**src/rtl/alu_pkg.sv**
```systemverilog
// Shared ALU opcode encoding, FSM states and opcode predicates.
// Used by alu_exec_seq, alu_shifter and the ALU control decoder.
package alu_pkg;

    typedef enum logic [3:0] {
        OP_ADD  = 4'b0000,
        OP_SUB  = 4'b0001,
        OP_SLT  = 4'b0010,
        OP_SLTU = 4'b0011,
        OP_SRL  = 4'b0100,
        OP_SLL  = 4'b0101,
        OP_SRA  = 4'b0110,
        OP_XOR  = 4'b1000,
        OP_OR   = 4'b1001,
        OP_AND  = 4'b1010
    } alu_op_e;

    typedef enum logic [1:0] {
        ST_IDLE,
        ST_SHIFT,
        ST_DONE
    } state_e;

    function automatic logic is_shift(logic [3:0] op);
        return (op == OP_SRL) || (op == OP_SLL) || (op == OP_SRA);
    endfunction

    function automatic logic is_illegal(logic [3:0] op);
        return (op == 4'b0111) || (op >= 4'b1011);
    endfunction

endpackage

```
**src/rtl/alu_shifter.sv**
```systemverilog
// Shift datapath: one bit per cycle, or a single-cycle barrel shifter
// when ALU_FAST_SHIFT_EN is defined (then done_o is constantly high).
module alu_shifter
    import alu_pkg::*;
#(
    parameter int WIDTH = 32,
    parameter int SW    = $clog2(WIDTH)
) (
    input  logic             clk_i,
    input  logic             rst_i,
    input  logic             start_i,
    input  logic [3:0]       op_i,
    input  logic [WIDTH-1:0] a_i,
    input  logic [SW-1:0]    amt_i,
    output logic             done_o,
    output logic [WIDTH-1:0] res_o
);

`ifdef ALU_FAST_SHIFT_EN

    logic unused_ok;

    // Barrel shift straight from the request operands
    always_comb begin
        unused_ok = clk_i ^ rst_i ^ start_i;
        done_o    = 1'b1;
        unique case (op_i)
            OP_SLL:  res_o = a_i << amt_i;
            OP_SRA:  res_o = WIDTH'($signed(a_i) >>> amt_i);
            default: res_o = a_i >> amt_i;
        endcase
    end

`else

    logic [WIDTH-1:0] work_q;
    logic [WIDTH-1:0] work_d;
    logic [SW-1:0]    cnt_q;
    logic [3:0]       op_q;

    // One-position step of the working register; res_o is the value after the final step
    always_comb begin
        unique case (op_q)
            OP_SLL:  work_d = {work_q[WIDTH-2:0], 1'b0};
            OP_SRA:  work_d = {work_q[WIDTH-1], work_q[WIDTH-1:1]};
            default: work_d = {1'b0, work_q[WIDTH-1:1]};
        endcase
        done_o = (cnt_q == SW'(1));
        res_o  = work_d;
    end

    // Load on start, then shift and count down until the counter empties
    always_ff @(posedge clk_i or posedge rst_i) begin
        if (rst_i) begin
            work_q <= '0;
            cnt_q  <= '0;
            op_q   <= '0;
        end else if (start_i) begin
            work_q <= a_i;
            cnt_q  <= amt_i;
            op_q   <= op_i;
        end else if (cnt_q != '0) begin
            work_q <= work_d;
            cnt_q  <= cnt_q - SW'(1);
        end
    end

`endif

endmodule

```
**src/rtl/alu_exec_seq.sv**
```systemverilog
// Sequential execute unit with valid/ready request and result handshakes.
// Define ALU_FAST_SHIFT_EN for single-cycle barrel shifts.
module alu_exec_seq
    import alu_pkg::*;
#(
    parameter int WIDTH = 32
) (
    input  logic             i_clk,
    input  logic             i_reset,
    input  logic             i_valid,
    output logic             o_ready,
    input  logic [3:0]       i_opcode,
    input  logic [WIDTH-1:0] i_operand_a,
    input  logic [WIDTH-1:0] i_operand_b,
    output logic             o_valid,
    input  logic             i_ready,
    output logic [WIDTH-1:0] o_result,
    output logic             o_illegal
);

    localparam int SW = $clog2(WIDTH);

    state_e           state_q, state_d;
    logic [WIDTH-1:0] result_q, result_d;
    logic             illegal_q, illegal_d;
    logic [WIDTH-1:0] alu_res;
    logic [WIDTH-1:0] shift_res;
    logic [SW-1:0]    amt;
    logic             shift_start;
    logic             shift_done;

    assign amt = i_operand_b[SW-1:0];

    alu_shifter #(
        .WIDTH (WIDTH)
    ) u_shifter (
        .clk_i   (i_clk),
        .rst_i   (i_reset),
        .start_i (shift_start),
        .op_i    (i_opcode),
        .a_i     (i_operand_a),
        .amt_i   (amt),
        .done_o  (shift_done),
        .res_o   (shift_res)
    );

    // Single-cycle result for the request currently offered
    always_comb begin
        alu_res = '0;
        unique case (i_opcode)
            OP_ADD:  alu_res = i_operand_a + i_operand_b;
            OP_SUB:  alu_res = i_operand_a - i_operand_b;
            OP_SLT:  alu_res = {{(WIDTH-1){1'b0}},
                                $signed(i_operand_a) < $signed(i_operand_b)};
            OP_SLTU: alu_res = {{(WIDTH-1){1'b0}}, i_operand_a < i_operand_b};
            OP_XOR:  alu_res = i_operand_a ^ i_operand_b;
            OP_OR:   alu_res = i_operand_a | i_operand_b;
            OP_AND:  alu_res = i_operand_a & i_operand_b;
`ifdef ALU_FAST_SHIFT_EN
            OP_SRL, OP_SLL, OP_SRA: alu_res = shift_res;
`else
            OP_SRL, OP_SLL, OP_SRA: alu_res = i_operand_a;
`endif
            default: alu_res = '0;
        endcase
    end

    // Next-state and result capture for IDLE -> (SHIFT) -> DONE
    always_comb begin
        state_d     = state_q;
        result_d    = result_q;
        illegal_d   = illegal_q;
        shift_start = 1'b0;
        unique case (state_q)
            ST_IDLE: begin
                if (i_valid) begin
`ifndef ALU_FAST_SHIFT_EN
                    if (is_shift(i_opcode) && (amt != '0)) begin
                        shift_start = 1'b1;
                        state_d     = ST_SHIFT;
                    end else
`endif
                    begin
                        result_d  = alu_res;
                        illegal_d = is_illegal(i_opcode);
                        state_d   = ST_DONE;
                    end
                end
            end
            ST_SHIFT: begin
                if (shift_done) begin
                    result_d  = shift_res;
                    illegal_d = 1'b0;
                    state_d   = ST_DONE;
                end
            end
            ST_DONE: begin
                if (i_ready) state_d = ST_IDLE;
            end
            default: state_d = ST_IDLE;
        endcase
    end

    // State and held result registers
    always_ff @(posedge i_clk or posedge i_reset) begin
        if (i_reset) begin
            state_q   <= ST_IDLE;
            result_q  <= '0;
            illegal_q <= 1'b0;
        end else begin
            state_q   <= state_d;
            result_q  <= result_d;
            illegal_q <= illegal_d;
        end
    end

    assign o_ready   = (state_q == ST_IDLE);
    assign o_valid   = (state_q == ST_DONE);
    assign o_result  = result_q;
    assign o_illegal = illegal_q;

endmodule

```
**config.mk**
```make
export PLATFORM = sky130hd
export DESIGN_NAME = alu_exec_seq
export DESIGN_NICKNAME = d
export VERILOG_FILES = /design/src/rtl/alu_pkg.sv /design/src/rtl/alu_shifter.sv /design/src/rtl/alu_exec_seq.sv
export SDC_FILE = /design/constraint.sdc
export NUM_CORES = 1
export LEC_CHECK = 0
export CAP_MARGIN = 5
export CORE_ASPECT_RATIO = 2
export CORE_MARGIN = 2
export CORE_UTILIZATION = 45
export CTS_CLUSTER_DIAMETER = 200
export DETAILED_ROUTE_END_ITERATION = 7
export GPL_ROUTABILITY_DRIVEN = 0
export PLACE_DENSITY = 0.66
export SYNTH_ARGS = -nofsm -noshare
export SYNTH_HDL_FRONTEND = slang
export SYNTH_SLANG_ARGS = --single-unit
```
**constraint.sdc**
```tcl
create_clock -name i_clk -period 2.55 [get_ports i_clk]
set_input_delay 0.255 -clock i_clk [delete_from_list [all_inputs] [get_ports i_clk]]
set_output_delay 0.255 -clock i_clk [all_outputs]
set_load 0.05 [all_outputs]
```
# Yosys cells after proc, flatten, opt, wreduce, memory -nomap -nowiden

Index checks and enable logic that the tools add are counted.
Widths: inputs -> output; s select.

Input port bits: 72
Output and inout port bits: 35
Word-level logic and storage cells: 69
Bits in registers: 76

Bitwise gates (word level): 3
Reduce and logical (&&, ||, !) cells: 13
Equal/unequal tests: 19
Mux-type cells: 22
Magnitude comparators: 3
Add/sub/neg operators: 3

Operators by type and width:

| operator            | number |
|---|---|
| $pmux 32 s8         | 1 |
| $mux 32             | 5 |
| $pmux 32 s2         | 2 |
| $lt 32x32->1        | 2 |
| $add 32x32->32      | 1 |
| $and 32x32->32      | 1 |
| $or 32x32->32       | 1 |
| $sub 32x32->32      | 1 |
| $xor 32x32->32      | 1 |
| $eq 4x3->1 const B  | 6 |
| $eq 4x4->1 const B  | 3 |
| $mux 5              | 2 |
| $reduce_bool 5->1   | 2 |
| $eq 4x2->1 const B  | 2 |
| $mux 2              | 4 |
| $mux 1              | 6 |
| $ne 2x2->1 const B  | 3 |
| $pmux 2 s3          | 1 |
| $eq 5x1->1 const B  | 1 |
| $sub 5x1->5 const B | 1 |
| $eq 4x1->1 const B  | 1 |
| $ge 4x4->1 const B  | 1 |
| $logic_not 4->1     | 1 |
| $reduce_and 4->1    | 1 |
| other kinds (10)    | 13 |

# Depth between registers and ports, before layout

Depth in word-level cells: 8
Mapped depth: 13

# Cells and area by module

A second synthesis with hierarchy kept.

Cells, all modules: 1195
Area, all modules: 9265.1 µm²

By module, submodules not included:

| module       | cells each | seq. area each (µm²) | times used | area each (µm²) |
|---|---|---|---|---|
| alu_exec_seq | 944        | 875.8                | 1          | 6687.7 |
| alu_shifter  | 251        | 1026.0               | 1          | 2577.5 |

# Worst setup path after synthesis

OpenSTA, ideal clock, no wires.

Path type: input to register
Start point: input i_operand_a[3]
End point: register result_q[31] (netlist: o_result[31])
Stages on the path: 12
Slack: -0.216 ns
Data required time: 2.409 ns
Path buffers: 1
Arrival: 2.625 ns
Setup time: 0.141 ns
Cells stage by stage: inv_1 > ha_1 > buf_6 > and2_4 > a221oi_4 > a21oi_2 > or4_4 > a31oi_4 > o21ai_2 > a21o_1 > a2111oi_4 > a221oi_2

Longest elaborated chain between the ends: 5
Elaborated cells on any way between the ends: 6

RTL lines:

| element                                                 | RTL line                               | text |
|---|---|---|
| start, declared                                         | alu_exec_seq.sv:13                     | `input logic [WIDTH-1:0] i_operand_a,` |
| $sub 32x32->32 / $add 32x32->32 (equally long branches) | alu_exec_seq.sv:52, alu_exec_seq.sv:51 |  |
| $pmux 32 s8 (*)                                         | alu_exec_seq.sv:50                     | `unique case (i_opcode)` |
| $mux 32 (*)                                             | alu_exec_seq.sv:78                     | `if (is_shift(i_opcode) && (amt != '0)) begin` |
| $mux 32 (*)                                             | alu_exec_seq.sv:76                     | `if (i_valid) begin` |
| $pmux 32 s2 (*)                                         | alu_exec_seq.sv:74                     | `unique case (state_q)` |
| end signal, assigned                                    | alu_exec_seq.sv:112                    | `result_q <= result_d;` |
| end, declared                                           | alu_exec_seq.sv:24                     | `logic [WIDTH-1:0] result_q, result_d;` |

Every way passes the cells marked *; elsewhere a longest branch is shown, timed or not. The select of a mux whose other input is x is not followed.
A chain may end at the register's enable or synchronous reset.

# Worst setup path in the final report

Start point: input i_operand_a[0]
End point: register result_q[10] (netlist: o_result[10])

Same word-level chain as after synthesis.

==> summary.txt <==
Die area -> 21400 sq um
Routed length per instance -> 21.3 microns
Min cycle time layout -> 2.65 ns
CTS tree -> built
Final setup fails -> 10
Core Region -> 19800 sq um
CP Buf/Inv Count -> 5
Cells after synthesis -> 1205
Crit share post-route -> 104%
Htree depth -> 3
Cell count of the worst reg-to-reg path -> 7
Critical path class -> in2reg
Pre-Repair DR Iteration Count -> 6
Final hold slack -> 0.168 ns
Crit-path max FO -> 3
DR top layer -> met4
IO Pins -> 107
Met2 wire len -> 19.8 mm
Relative slew margins -> 61.3%
Critical path depth in cells -> 16
DRC -> 0
Dpl cells -> 1861
Register area share after synthesis -> 20.9%
Critical Path AT -> 2.90 ns
First-pass GRT wire length -> 60.4 mm
Worst slew pin tran -> 0.576 ns
Total power -> 10.3 mW
Worst path slowest cell -> a311o_1
Skew final -> 0.00491 ns
Critical path's largest stage delay -> 0.36 ns
Starting density of the core -> 45.9%
Final Max Tran Viols -> 0
Slack of the critical path -> -0.100 ns
Clk root buf -> clkbuf_16
Initial DRC Count -> 903
Number of global-route vias before repair -> 11697
Area Growth Syn to Fin -> 63.5%
Die X-Extent -> 104 microns
Async S/R FF share, synth -> 100%
Total CTS buffers -> 9
Worst setup EP type -> flip-flop
Via density -> 6.15
Leak -> 6.87 nW
Worst EP required -> 2.80 ns
FP Rows -> 73
Antenna Nets Post-Route -> 0
DR vias -> 11787
Met3 wire len -> 3.45 mm
Maxcap violations -> 0
Pwr Density -> 694 nW/um^2
Post-synthesis cell area -> 9090 sq um
Flop2flop setup slack -> 0.12 ns
Clk Latency, worst-skew pair -> 0.35 ns
Post-DP HPWL -> 29.7 mm
GRT Overall Usage -> 35.8%
Worst vdd ir -> 0.000496 V
Wire length on met1 -> 14.0 mm
Share of cells above drive strength 1 -> 40.1%
Post-Layout Cell Count -> 1917
Syn_nets -> 1385
Clock Pin Slew Worst Setup and Hold Paths -> 0.06 ns
CP cell instances -> buf_8 > inv_4 > ha_4 > inv_2 > fa_2 > nor2b_4 > o21a_1 > buf_6 > o21ai_4 > nand2_2 > a311o_1 > buf_4 > a211o_1 > o211ai_1 > a221oi_2 > a21o_1
Hold WC Path Type -> in2async
EDFF count, synth -> 0
Seq cells post-synth -> 76
Final nets -> 1831
Status -> complete, but fails checks
Initial antenna violation count -> 0
Critical path's top delay family -> compound AO/OA/AOI/OAI gates
Synth Warn # -> 0
Grt ovf -> 0
Largest net degree at the start of global routing -> 64
Violated checks -> negative setup slack
Final wirelength -> 40.8 mm
Post-CTS Hold Buffers -> 0
Final hold violations -> 0
Diode count -> 0
CTS Sinks -> 76
Max Freq -> 377 MHz
Critical Path Start Type -> primary input
Mean Syn Cell Area -> 7.54 sq um
Die height -> 205 microns
Number of distinct library cells after synthesis -> 83
Fillers -> 1484
I/O Buffers -> 106
Unrepaired setup endpoints after global routing -> true
Clock tree buffer depth -> 2
Fin util -> 75.0%
Ys flop type -> dfrtp_1
-- worst reg2reg max path: stages (launching register included) --
cell      delay, ns
dfrtp_1        0.41
nor3_1         0.50
nand3_1        0.21
a21o_1         0.31
buf_4          0.26
a211oi_1       0.36
a21oi_1        0.09
a31oi_1        0.19
-- Yosys cell counts, types with 9 or more instances --
library cell,n,area (sq um)
a21oi_1,148,741
nor2_1,138,518
ha_1,106,1330
inv_1,100,375
nand2_1,79,297
dfrtp_1,76,1900
o21ai_0,73,365
clkbuf_1,60,225
mux2i_1,37,370
a221oi_1,31,272
nor3_1,31,155
nand3_1,22,110
a21o_1,17,128
a31oi_1,17,106
xnor2_1,16,140
o21bai_1,15,113
o31ai_1,15,113
o211ai_1,13,97.6
a211oi_1,12,90.1
buf_2,11,55.1
nor2b_1,11,68.8
o21a_1,9,67.6
o221ai_1,9,78.8
-- through the flow --
stage	cell area, sq um	setup WS [ns]	TNS [ns]
2_1_floorplan	9210	-0.0853	-0.271
3_3_place_gp	13100	-0.886	-19.62
3_5_place_dp	13100	-0.971	-21.07
4_1_cts	14300	-0.169	-0.435
5_1_grt	14900	-0.219	-1.73
6_report	14900	-0.100	-0.489
-- layout make-up --
| cell class | count | area [sq um] | share of cell area, % |
|---|---|---|---|
| inverters | 101 | 405 | 2.73 |
| clock buffers | 9 | 225 | 1.52 |
| multi-input cells | 948 | 7570 | 51.0 |
| well taps | 262 | 328 | 2.21 |
| flip-flops and latches | 76 | 1900 | 12.8 |
| clock inverters | 6 | 138 | 0.926 |
| repair buffers | 515 | 4290 | 28.9 |
-- layer usage --
metal  global-route usage [%]  vias up
met4                     25.1        0
met1                     39.2     5469
met5                        0        -
li1                         -     5259
met3                     5.22      287
met2                     62.8      772
-- logic make-up after synthesis --
family | synth area share (%)
XOR/XNOR | 2.02
flip-flops | 20.9
AO/OA/AOI/OAI | 32.5
buffers and inverters | 7.71
AND/OR/NAND/NOR | 17.4
multiplexers | 4.32
adder cells (fa/ha/maj) | 15.1
-- cells in the final DEF (no fill, tap or decap), types with 15 or more instances in the layout --
| cell | netlist | layout |
|---|---|---|
| nor3_1 | 31 | 24 |
| ha_1 | 106 | 72 |
| a21oi_1 | 148 | 126 |
| mux2i_1 | 37 | 37 |
| a21oi_2 | 2 | 20 |
| nand3_1 | 22 | 17 |
| buf_6 | 1 | 22 |
| xnor2_1 | 16 | 16 |
| nand2_1 | 79 | 75 |
| dfrtp_1 | 76 | 76 |
| inv_2 | 0 | 42 |
| a221oi_1 | 31 | 23 |
| ha_4 | 0 | 30 |
| buf_4 | 0 | 378 |
| inv_1 | 100 | 52 |
| clkdlybuf4s50_1 | 0 | 57 |
| a21o_1 | 17 | 17 |
| dlymetal6s2s_1 | 0 | 15 |
| o21ai_0 | 73 | 62 |
| nor2_1 | 138 | 135 |
-- path summary, 6_finish.rpt --
| kind | startpoint | endpoint |
|---|---|---|
| worst max-delay path | i_operand_a[0] | o_result[10] |
| worst min-delay path | i_reset | u_shifter.work_q[26] |
| worst max register to register | u_shifter.cnt_q[2] | o_result[8] |
| worst min register to register | o_result[14] | o_result[14] |
| max in group asynchronous | i_reset | u_shifter.work_q[12] |
| min in group i_clk | i_operand_a[7] | u_shifter.work_q[7] |
-- sequential cells by signal, indices dropped and copies added, names as in the netlist --
register and cells:
u_shifter.work_q 32, o_result 32, state_q 2, u_shifter.cnt_q 5
o_illegal 1, u_shifter.op_q 4
-- repair_timing --
action | 4_1_cts | 5_1_grt
resized for setup | 196 | 166
endpoints found under the setup margin | 27 | 23
gates cloned | 0 | 0
pin swaps | 67 | 74
buffers inserted | 29 | 17
-- power by group --
part	switching (mW)	total, mW	internal (mW)
Combinational	3.72	6.43	2.71
Clock	0.545	1.60	1.05
Sequential	0.500	2.28	1.78
Note: power is estimated with default switching activity, not from simulation.
